===== config.mk =====
export PLATFORM = sky130hd
export DESIGN_NAME = seguidor_linea_diferencial
export DESIGN_NICKNAME = d
export VERILOG_FILES = /design/src/rtl/seguidor_linea_diferencial.sv
export SDC_FILE = /design/constraint.sdc
export NUM_CORES = 1
export LEC_CHECK = 0
export ABC_AREA = 1
export BUFFER_PORTS_ARGS = -buffer_cell sky130_fd_sc_hd__clkbuf_2
export CAP_MARGIN = 20
export CORE_MARGIN = 2
export CORE_UTILIZATION = 49
export CTS_CLUSTER_DIAMETER = 50
export CTS_CLUSTER_SIZE = 28
export DETAILED_ROUTE_END_ITERATION = 16
export MAX_ROUTING_LAYER = met4
export PLACE_DENSITY = 0.65
export SYNTH_ARGS = -nofsm -noshare
export SYNTH_HDL_FRONTEND = slang
export SYNTH_SLANG_ARGS = --single-unit

===== constraint.sdc =====
create_clock -name clk -period 2.9 [get_ports clk]
set_clock_uncertainty 0.05 [all_clocks]
set_input_delay 0.58 -clock clk [delete_from_list [all_inputs] [get_ports clk]]
set_output_delay 0.58 -clock clk [all_outputs]
set_load 0.02 [all_outputs]

===== src/rtl/seguidor_linea_diferencial.sv =====
// Line-follower motor controller: synchronised/debounced sensor bar, differential steering,
// timed pivot search and a sticky lost-line state driving an L298-style dual H-bridge.
module seguidor_linea_diferencial #(
  parameter int unsigned N_SENSORES      = 3,
  parameter int unsigned PWM_BITS        = 8,
  parameter int unsigned VEL_RECTA       = 200,
  parameter int unsigned VEL_GIRO        = 120,
  parameter int unsigned VEL_BUSQUEDA    = 90,
  parameter int unsigned DEBOUNCE_CICLOS = 4,
  parameter int unsigned TIEMPO_BUSQUEDA = 50000
) (
  input  logic                  clk,
  input  logic                  reset,
  input  logic                  habilitar,
  input  logic [N_SENSORES-1:0] sensores,
  output logic                  ENA,
  output logic                  IN1,
  output logic                  IN2,
  output logic                  ENB,
  output logic                  IN3,
  output logic                  IN4,
  output logic [2:0]            estado,
  output logic                  linea_perdida
);

  localparam int unsigned Centro = N_SENSORES / 2;
  localparam int unsigned CntW   = $clog2(N_SENSORES + 1);
  localparam int unsigned DebW   = $clog2(DEBOUNCE_CICLOS + 1);
  localparam int unsigned TmrW   = $clog2(TIEMPO_BUSQUEDA + 1);
  localparam int unsigned VelMax = 2 ** PWM_BITS;

  if ((N_SENSORES % 2) == 0 || N_SENSORES < 3) begin : g_err_sensores
    $fatal(1, "N_SENSORES must be odd and >= 3");
  end
  if (VEL_RECTA >= VelMax || VEL_GIRO >= VelMax || VEL_BUSQUEDA >= VelMax) begin : g_err_vel
    $fatal(1, "speed parameters must be below 2**PWM_BITS");
  end
  if (DEBOUNCE_CICLOS < 1 || TIEMPO_BUSQUEDA < 1) begin : g_err_tiempos
    $fatal(1, "DEBOUNCE_CICLOS and TIEMPO_BUSQUEDA must be >= 1");
  end

  typedef enum logic [2:0] {
    StParado   = 3'd0,
    StRecto    = 3'd1,
    StGiroIzq  = 3'd2,
    StGiroDer  = 3'd3,
    StBusqueda = 3'd4,
    StPerdido  = 3'd5
  } estado_e;

  typedef enum logic [1:0] {ClsNinguna, ClsCentro, ClsIzq, ClsDer} clase_e;

  logic [N_SENSORES-1:0] sync1_q, sync2_q, deb_q;
  estado_e               state_q, state_d;
  logic [TmrW-1:0]       timer_q, timer_d;
  logic                  last_izq_q, last_izq_d;
  clase_e                clase;
  estado_e               linea_st;
  logic [CntW-1:0]       cnt_izq, cnt_der;

  always_ff @(posedge clk) begin
    if (reset) begin
      sync1_q <= '0;
      sync2_q <= '0;
    end else begin
      sync1_q <= sensores;
      sync2_q <= sync1_q;
    end
  end

  // A bit flips only after DEBOUNCE_CICLOS consecutive samples disagreeing with it.
  for (genvar g = 0; g < N_SENSORES; g++) begin : g_deb
    logic [DebW-1:0] cnt_q;
    logic            bit_q;
    always_ff @(posedge clk) begin
      if (reset) begin
        cnt_q <= '0;
        bit_q <= 1'b0;
      end else if (sync2_q[g] == bit_q) begin
        cnt_q <= '0;
      end else if (cnt_q == DebW'(DEBOUNCE_CICLOS - 1)) begin
        bit_q <= sync2_q[g];
        cnt_q <= '0;
      end else begin
        cnt_q <= cnt_q + DebW'(1);
      end
    end
    assign deb_q[g] = bit_q;
  end

  always_comb begin
    cnt_izq = '0;
    cnt_der = '0;
    for (int i = 0; i < int'(N_SENSORES); i++) begin
      if (i > int'(Centro)) begin
        cnt_izq = cnt_izq + CntW'(deb_q[i]);
      end else if (i < int'(Centro)) begin
        cnt_der = cnt_der + CntW'(deb_q[i]);
      end
    end
    if (deb_q == '0) begin
      clase = ClsNinguna;
    end else if (deb_q[Centro] || cnt_izq == cnt_der) begin
      clase = ClsCentro;
    end else if (cnt_izq > cnt_der) begin
      clase = ClsIzq;
    end else begin
      clase = ClsDer;
    end
  end

  always_comb begin
    unique case (clase)
      ClsCentro: linea_st = StRecto;
      ClsIzq:    linea_st = StGiroIzq;
      ClsDer:    linea_st = StGiroDer;
      default:   linea_st = StBusqueda;
    endcase
  end

  always_comb begin
    state_d = state_q;
    if (!habilitar) begin
      state_d = StParado;
    end else begin
      case (state_q)
        StParado, StRecto, StGiroIzq, StGiroDer: state_d = linea_st;
        // A line seen on the timeout cycle takes priority over giving up.
        StBusqueda: begin
          if (clase != ClsNinguna) begin
            state_d = linea_st;
          end else if (timer_q == TmrW'(TIEMPO_BUSQUEDA - 1)) begin
            state_d = StPerdido;
          end
        end
        StPerdido: state_d = StPerdido;
        default:   state_d = StParado;
      endcase
    end
    timer_d    = (state_q == StBusqueda && state_d == StBusqueda) ? timer_q + TmrW'(1) : '0;
    last_izq_d = last_izq_q;
    if (clase == ClsIzq) begin
      last_izq_d = 1'b1;
    end else if (clase == ClsDer) begin
      last_izq_d = 1'b0;
    end
  end

  always_ff @(posedge clk) begin
    if (reset) begin
      state_q    <= StParado;
      timer_q    <= '0;
      last_izq_q <= 1'b0;
    end else begin
      state_q    <= state_d;
      timer_q    <= timer_d;
      last_izq_q <= last_izq_d;
    end
  end

  // Motor command; direction encoding {INa, INb}: 10 fwd, 01 rev, 00 brake.
  logic [PWM_BITS-1:0] duty_izq_cmd, duty_der_cmd;
  logic [1:0]          dir_izq_cmd, dir_der_cmd;

  always_comb begin
    duty_izq_cmd = '0;
    duty_der_cmd = '0;
    dir_izq_cmd  = 2'b00;
    dir_der_cmd  = 2'b00;
    case (state_q)
      StRecto: begin
        duty_izq_cmd = PWM_BITS'(VEL_RECTA);
        duty_der_cmd = PWM_BITS'(VEL_RECTA);
        dir_izq_cmd  = 2'b10;
        dir_der_cmd  = 2'b10;
      end
      StGiroIzq: begin
        duty_izq_cmd = PWM_BITS'(VEL_GIRO);
        duty_der_cmd = PWM_BITS'(VEL_RECTA);
        dir_izq_cmd  = 2'b10;
        dir_der_cmd  = 2'b10;
      end
      StGiroDer: begin
        duty_izq_cmd = PWM_BITS'(VEL_RECTA);
        duty_der_cmd = PWM_BITS'(VEL_GIRO);
        dir_izq_cmd  = 2'b10;
        dir_der_cmd  = 2'b10;
      end
      StBusqueda: begin
        duty_izq_cmd = PWM_BITS'(VEL_BUSQUEDA);
        duty_der_cmd = PWM_BITS'(VEL_BUSQUEDA);
        dir_izq_cmd  = last_izq_q ? 2'b01 : 2'b10;
        dir_der_cmd  = last_izq_q ? 2'b10 : 2'b01;
      end
      default: ;
    endcase
  end

  logic [PWM_BITS-1:0] cnt_q, cnt_d;
  logic [PWM_BITS-1:0] duty_izq_q, duty_izq_d, duty_der_q, duty_der_d;
  logic [1:0]          dir_izq_q, dir_izq_d, dir_der_q, dir_der_d;
  logic                ena_q, ena_d, enb_q, enb_d;
  logic                forzar;

  // Disable and lost-line entry kill the bridge immediately instead of waiting for the wrap.
  assign forzar = !habilitar || state_d == StPerdido;

  always_comb begin
    cnt_d      = cnt_q + PWM_BITS'(1);
    duty_izq_d = duty_izq_q;
    duty_der_d = duty_der_q;
    dir_izq_d  = dir_izq_q;
    dir_der_d  = dir_der_q;
    if (forzar) begin
      duty_izq_d = '0;
      duty_der_d = '0;
      dir_izq_d  = 2'b00;
      dir_der_d  = 2'b00;
    end else if (cnt_q == '1) begin
      duty_izq_d = duty_izq_cmd;
      duty_der_d = duty_der_cmd;
      dir_izq_d  = dir_izq_cmd;
      dir_der_d  = dir_der_cmd;
    end
    ena_d = cnt_d < duty_izq_d;
    enb_d = cnt_d < duty_der_d;
  end

  always_ff @(posedge clk) begin
    if (reset) begin
      cnt_q      <= '0;
      duty_izq_q <= '0;
      duty_der_q <= '0;
      dir_izq_q  <= 2'b00;
      dir_der_q  <= 2'b00;
      ena_q      <= 1'b0;
      enb_q      <= 1'b0;
    end else begin
      cnt_q      <= cnt_d;
      duty_izq_q <= duty_izq_d;
      duty_der_q <= duty_der_d;
      dir_izq_q  <= dir_izq_d;
      dir_der_q  <= dir_der_d;
      ena_q      <= ena_d;
      enb_q      <= enb_d;
    end
  end

  assign ENA           = ena_q;
  assign ENB           = enb_q;
  assign IN1           = dir_izq_q[1];
  assign IN2           = dir_izq_q[0];
  assign IN3           = dir_der_q[1];
  assign IN4           = dir_der_q[0];
  assign estado        = state_q;
  assign linea_perdida = (state_q == StPerdido);

endmodule


After elaboration in Yosys (flattened, before gate mapping) --
Cells that the tools add are included.
Word-level totals: logic and storage cells 89, bits of input ports 6, register bits after elaboration 68, output and inout bits 10
Operators by class: reduce and logical (&&, ||, !) cells 20, bitwise gates (word level) 4, $add $sub $neg 5, muxes and demuxes 20, order comparisons 3, equal/unequal tests 19
Operators by type and width (number):
- $pmux 8 s3 | 2
- $mux 8 | 4
- $pmux 3 s3 | 2
- $add 16x1->16 const B | 1
- $eq 16x16->1 const B | 1
- $lt 8x8->1 | 2
- $eq 3x2->1 const B | 5
- $eq 3x3->1 const B | 4
- $reduce_or 3->1 | 4
- $add 3x1->3 const B | 3
- $mux 3 | 3
- $add 8x1->8 const B | 1
- $eq 8x8->1 const B | 1
- $mux 2 | 4
- $pmux 2 s2 | 2
- $reduce_or 2->1 | 4
- $logic_not 3->1 | 2
- $reduce_and 2->1 | 3
- $eq 1x1->1 | 4
- $eq 2x2->1 const B | 2
- $not 1->1 | 4
- $reduce_bool 2->1 | 2
- $reduce_or 4->1 | 1
- $eq 3x1->1 const B | 1
- 6 further kinds | 9

Longest topological paths before layout --
word-level depth 13, gate-level depth with buffers 20

Worst setup path after synthesis --
Ideal clock, no wire load.
path kind reg-to-reg, from reg g_deb[0].bit_q, to reg ena_q, in the netlist ENA, required time 2.780 ns, cell stages (with the launch flop) 17, path buffers 0, period minus slack after synthesis 2.236 ns, setup slack 0.664 ns, arrival 2.116 ns, path through dfxtp_1 > inv_1 > ha_1 > nor3_2 > nand2_1 > nand2_1 > nand2_2 > nand3_2 > nand2_2 > inv_2 > o31ai_2 > inv_2 > o21ai_2 > ha_1 > a21oi_1 > nand2_1 > a21oi_1
Between the ends: word-level cells in the longest chain between the ends 13, elaborated cells on any way between the ends 19, those cells by class order compare (2); eq/ne (5); mux (8); reduce/logical (4)
Ends and longest elaborated chain:
- start: declaration | line 74 | logic bit_q;
- start signal: assignment | line 82 | bit_q <= sync2_q[g];
- $gt 1x1->1 or $eq 1x1->1 (tied branches) | line 105, 103
- $mux 1 or $logic_or 1x1->1 (tied branches) | line 105, 103
- $mux 2 | line 103 | end else if (deb_q[Centro] || cnt_izq == cnt_der) begin
- $mux 2 (*) | line 101 | if (deb_q == '0) begin
- $eq 2x2->1 or $eq 2x1->1 (tied branches) | line 113 | unique case (clase)
- $pmux 3 s3 | line 113
- $mux 3 | line 130 | if (clase != ClsNinguna) begin
- $pmux 3 s3 (*) | line 126 | case (state_q)
- $mux 3 (*) | line 123 | if (!habilitar) begin
- $eq 3x3->1 (*) | line 206 | assign forzar = !habilitar || state_d == StPerdido;
- $logic_or 1x1->1 (*) | line 206
- $mux 8 (*) | line 214 | if (forzar) begin
- $lt 8x8->1 (*) | line 225 | ena_d = cnt_d < duty_izq_d;
- end signal: assignment | line 244 | ena_q <= ena_d;
- end: declaration | line 202 | logic ena_q, ena_d, enb_q, enb_d;
Mark *: on every way between the ends. The rest lies on a longest branch, timed or not. A chain may end at the register's enable or synchronous reset.

Worst setup path in the final report --
Same ends and word-level chain as after synthesis.

==> results.md <==
* Clk sink count at slightly below 70
* TritonCTS clock tree: yes
* Via density at 4.82
* Worst slew margin at about 70%
* Post-DP HPWL at 4050 µm
* Die ar. at 7130 µm²
* Most numerous cell on the critical path: nand2_1
* Crit-path leading delay family: simple AND/OR/NAND/NOR gates
* Setup TNS at 0 ns
* Arr. time, crit path at about 2.8 ns
* Seq/Total Area, Yosys at 42.9%
* Ys async rst share at 0%
* Setup bufs post-CTS at 0
* Critical path peak fanout at 12
* Root Driver: clkbuf_8
* Grt ovf at 0
* Slowest CP cell: dfxtp_1
* Worst reg2reg setup slack at 0.28 ns
* Layout cells sized above 1 at between 10% and 20%
* Layout Cells excl Fill at slightly above 500
* Path depth of the worst reg2reg path at 16
* Max Cap Viol at 0
* Worst Path Buf+Inv at 3
* Post-route total power at 1830 µW
* ANT nets after route at 0
* Post-synth EDFFs at 0
* Mapped Area at ~3200 µm²
* Critical Path Source Type: flip-flop
* Filler Cell Count at 600
* Worst-Skew Late Latency at approximately 0.34 ns
* Hold endpoint: sync2_q[1]
* Max stage delay on crit path at 0.39 ns
* Core area at 6310 µm²
* Via count at 2,451
* IO buf count at 15
* Initial antenna violation count at 0
* Dominant cell type by area after synthesis: dfxtp_1
* Initial core utilization at 50.2%
* Area Growth Syn to Fin at 11.2%
* Synth area leaders: dfxtp_1 43%, ha_1 9.1%, nor2_1 8.6%
* Max VDD drop at 0.356 mV
* Cells after DPL at 493
* Worst-margin pin slew at ~0.46 ns
* Post-Route WL at about 5500 µm
* Max Slew Vio Count at 0
* Synth Register Bits at 68
* Prevailing post-synth register cell: dfxtp_1
* FF-to-FF Start: g_deb[0].bit_q
* Worst r2r dst: ENA
* H-tree levels at 3
* Fin worst setup slack at ~0.28 ns
* Number of global-route vias before repair at 2,288
* Fmax at 0.382 GHz
* TritonRoute pass-1 iters at 4
* Synth warn at 0
* Cells after Synth at 405
* FP Rows at 29
* Io pins at 16
* Placement Setup Slack at roughly 0.28 ns
* DR WL/cell at about 11 µm
* Final worst-path cycle share at between 90% and 100%
* Resized Gates After CTS at 0
* Hold Fails Final Rpt at 0
* Critical path cell sequence: inv_1, ha_1, nor3_4, nand2_1, nand2_1, nand2_2, nand3_2, nand2_2, inv_4, o31ai_2, inv_2, o21ai_2, ha_1, a21oi_1, nand2_1, a21oi_1
* Hold path depth at 2
* DRT iter0 DRCs at 111
* Cts hold-fix bufs at 0
* PwrDens at a little over 500 nW/µm²
* Synth top area share at 42.9%
* Req. time, crit path at between 3 and 4 ns
* # setup viols final at 0
* Crit. End Element: flip-flop
* Fin util at a little under three fifths
* Worst Hold Launch: sync1_q[1]
* Avg Inst Size Synth at 7.83 µm²
* Die Y at roughly 84 µm
* Commonest cells post-synth: 73 x nor2_1, 68 x dfxtp_1, 66 x nand2_1
* Final Critical Period at between 2 and 3 ns
* TritonCTS buffer count at 9
* N_diodes at 0
* Clock tree buffer depth at 2
* Crit Path Category: flip-flop to flip-flop
* GP Congestion at 0.751
* Most numerous cell in the Yosys netlist: nor2_1
* Largest net degree at the start of global routing at 37
* Syn Nets at ~430
* Clk pin slew, worst setup/hold paths at around 0.070 ns
* Global-route wire length before repair at 10,000 µm
* Leakage Power at ~0.0015 µW
* Total track usage at between 10% and 20%
* Hold crit path type: flip-flop to flip-flop
* Status: finished, final reports clean
* Die width at 84.5 µm
* Final Net Count at 456
* DR DRC count at 0
* Distinct cell type count after synthesis at 35
-- logic make-up after synthesis --
kind of cell,synth area share [%]
simple gates,26.9
compound gates,8.52
xor+xnor,2.76
fa+ha+maj,9.07
buf+inv,9.78
flops,42.9
-- cell usage in the layout (no fill, tap or decap), types with 3 or more instances in the layout --
cell type  synthesis  layout
nor3b_1            3       3
clkinv_2           1       3
nand3_2            3       3
nand4_1            3       3
dfxtp_1           68      68
a21oi_1           19      19
o21ai_2            5       5
inv_2              7       6
clkbuf_8           0      11
nor2_1            73      73
inv_1             58      58
o21ai_0            6       6
o211ai_1           5       5
nor3_1             4       4
nor2_2             9       9
ha_1              23      23
buf_4              0       4
nand2_2            5       5
nand2_1           66      66
xor2_1             8       8
nand3_1           13      13
clkbuf_2           0      15
-- worst max path at each step --
| stage | start | endpoint | cells past startpoint |
|---|---|---|---|
| 2_1_floorplan | g_deb[0].bit_q | ENA | 16 |
| 3_3_place_gp | g_deb[0].bit_q | ENA | 16 |
| 3_5_place_dp | g_deb[0].bit_q | ENA | 16 |
| 4_1_cts | g_deb[0].bit_q | ENA | 16 |
| 5_1_grt | g_deb[0].bit_q | ENA | 16 |
| 6_report | g_deb[0].bit_q | ENA | 16 |
-- layout make-up --
type | count | area, µm² | area share [%]
Tap cell | 77 | 96.3 | 2.73
Multi-Input combinational cell | 262 | 1510 | 42.7
Clock buffer | 12 | 155 | 4.40
Timing Repair Buffer | 19 | 105 | 2.98
Inverter | 67 | 255 | 7.24
Sequential cell | 68 | 1360 | 38.6
Clock inverter | 4 | 47.5 | 1.35
-- stage by stage --
stage               hold slack (ns)  instance area (µm²)
CTS                           0.355                 3520
finish                        0.352                 3530
floorplan                     0.338                 3170
detailed placement            0.345                 3320
global placement              0.340                 3320
global route                  0.365                 3530
-- sequential cells by signal (all words and copies together), names as in the netlist --
signal,cells
timer_q,16
g_deb.cnt_q,9
cnt_q,8
duty_der_q,8
duty_izq_q,8
estado,3
g_deb.bit_q,3
sync1_q,3
sync2_q,3
dir_der_q,2
dir_izq_q,2
ENA,1
ENB,1
last_izq_q,1
-- worst reg2reg max path: cells and delay by family, from the launching register on --
family	cells	cell delay (ns)
AOI/OAI and AO/OA	4	0.43
adders and majority gates	2	0.65
DFF	1	0.39
and+or+nand+nor	7	0.70
buffers and inverters	3	0.32
-- power by group --
group	total [µW]	switching [µW]	internal, µW
sequential	955	7.48	947
clock	787	345	441
combinational	91.0	59.7	31.3
-- layer usage --
metal / wire (µm) / global-route usage [%] / vias up
met5: 0 / - / -
met3: 289 / 5.31 / 8
met2: 2390 / 26.8 / 41
met1: 2780 / 23.4 / 1089
met4: 70 / 6.49 / 0
li1: - / - / 1313
No activity file was read; power rests on OpenSTA's default activity.
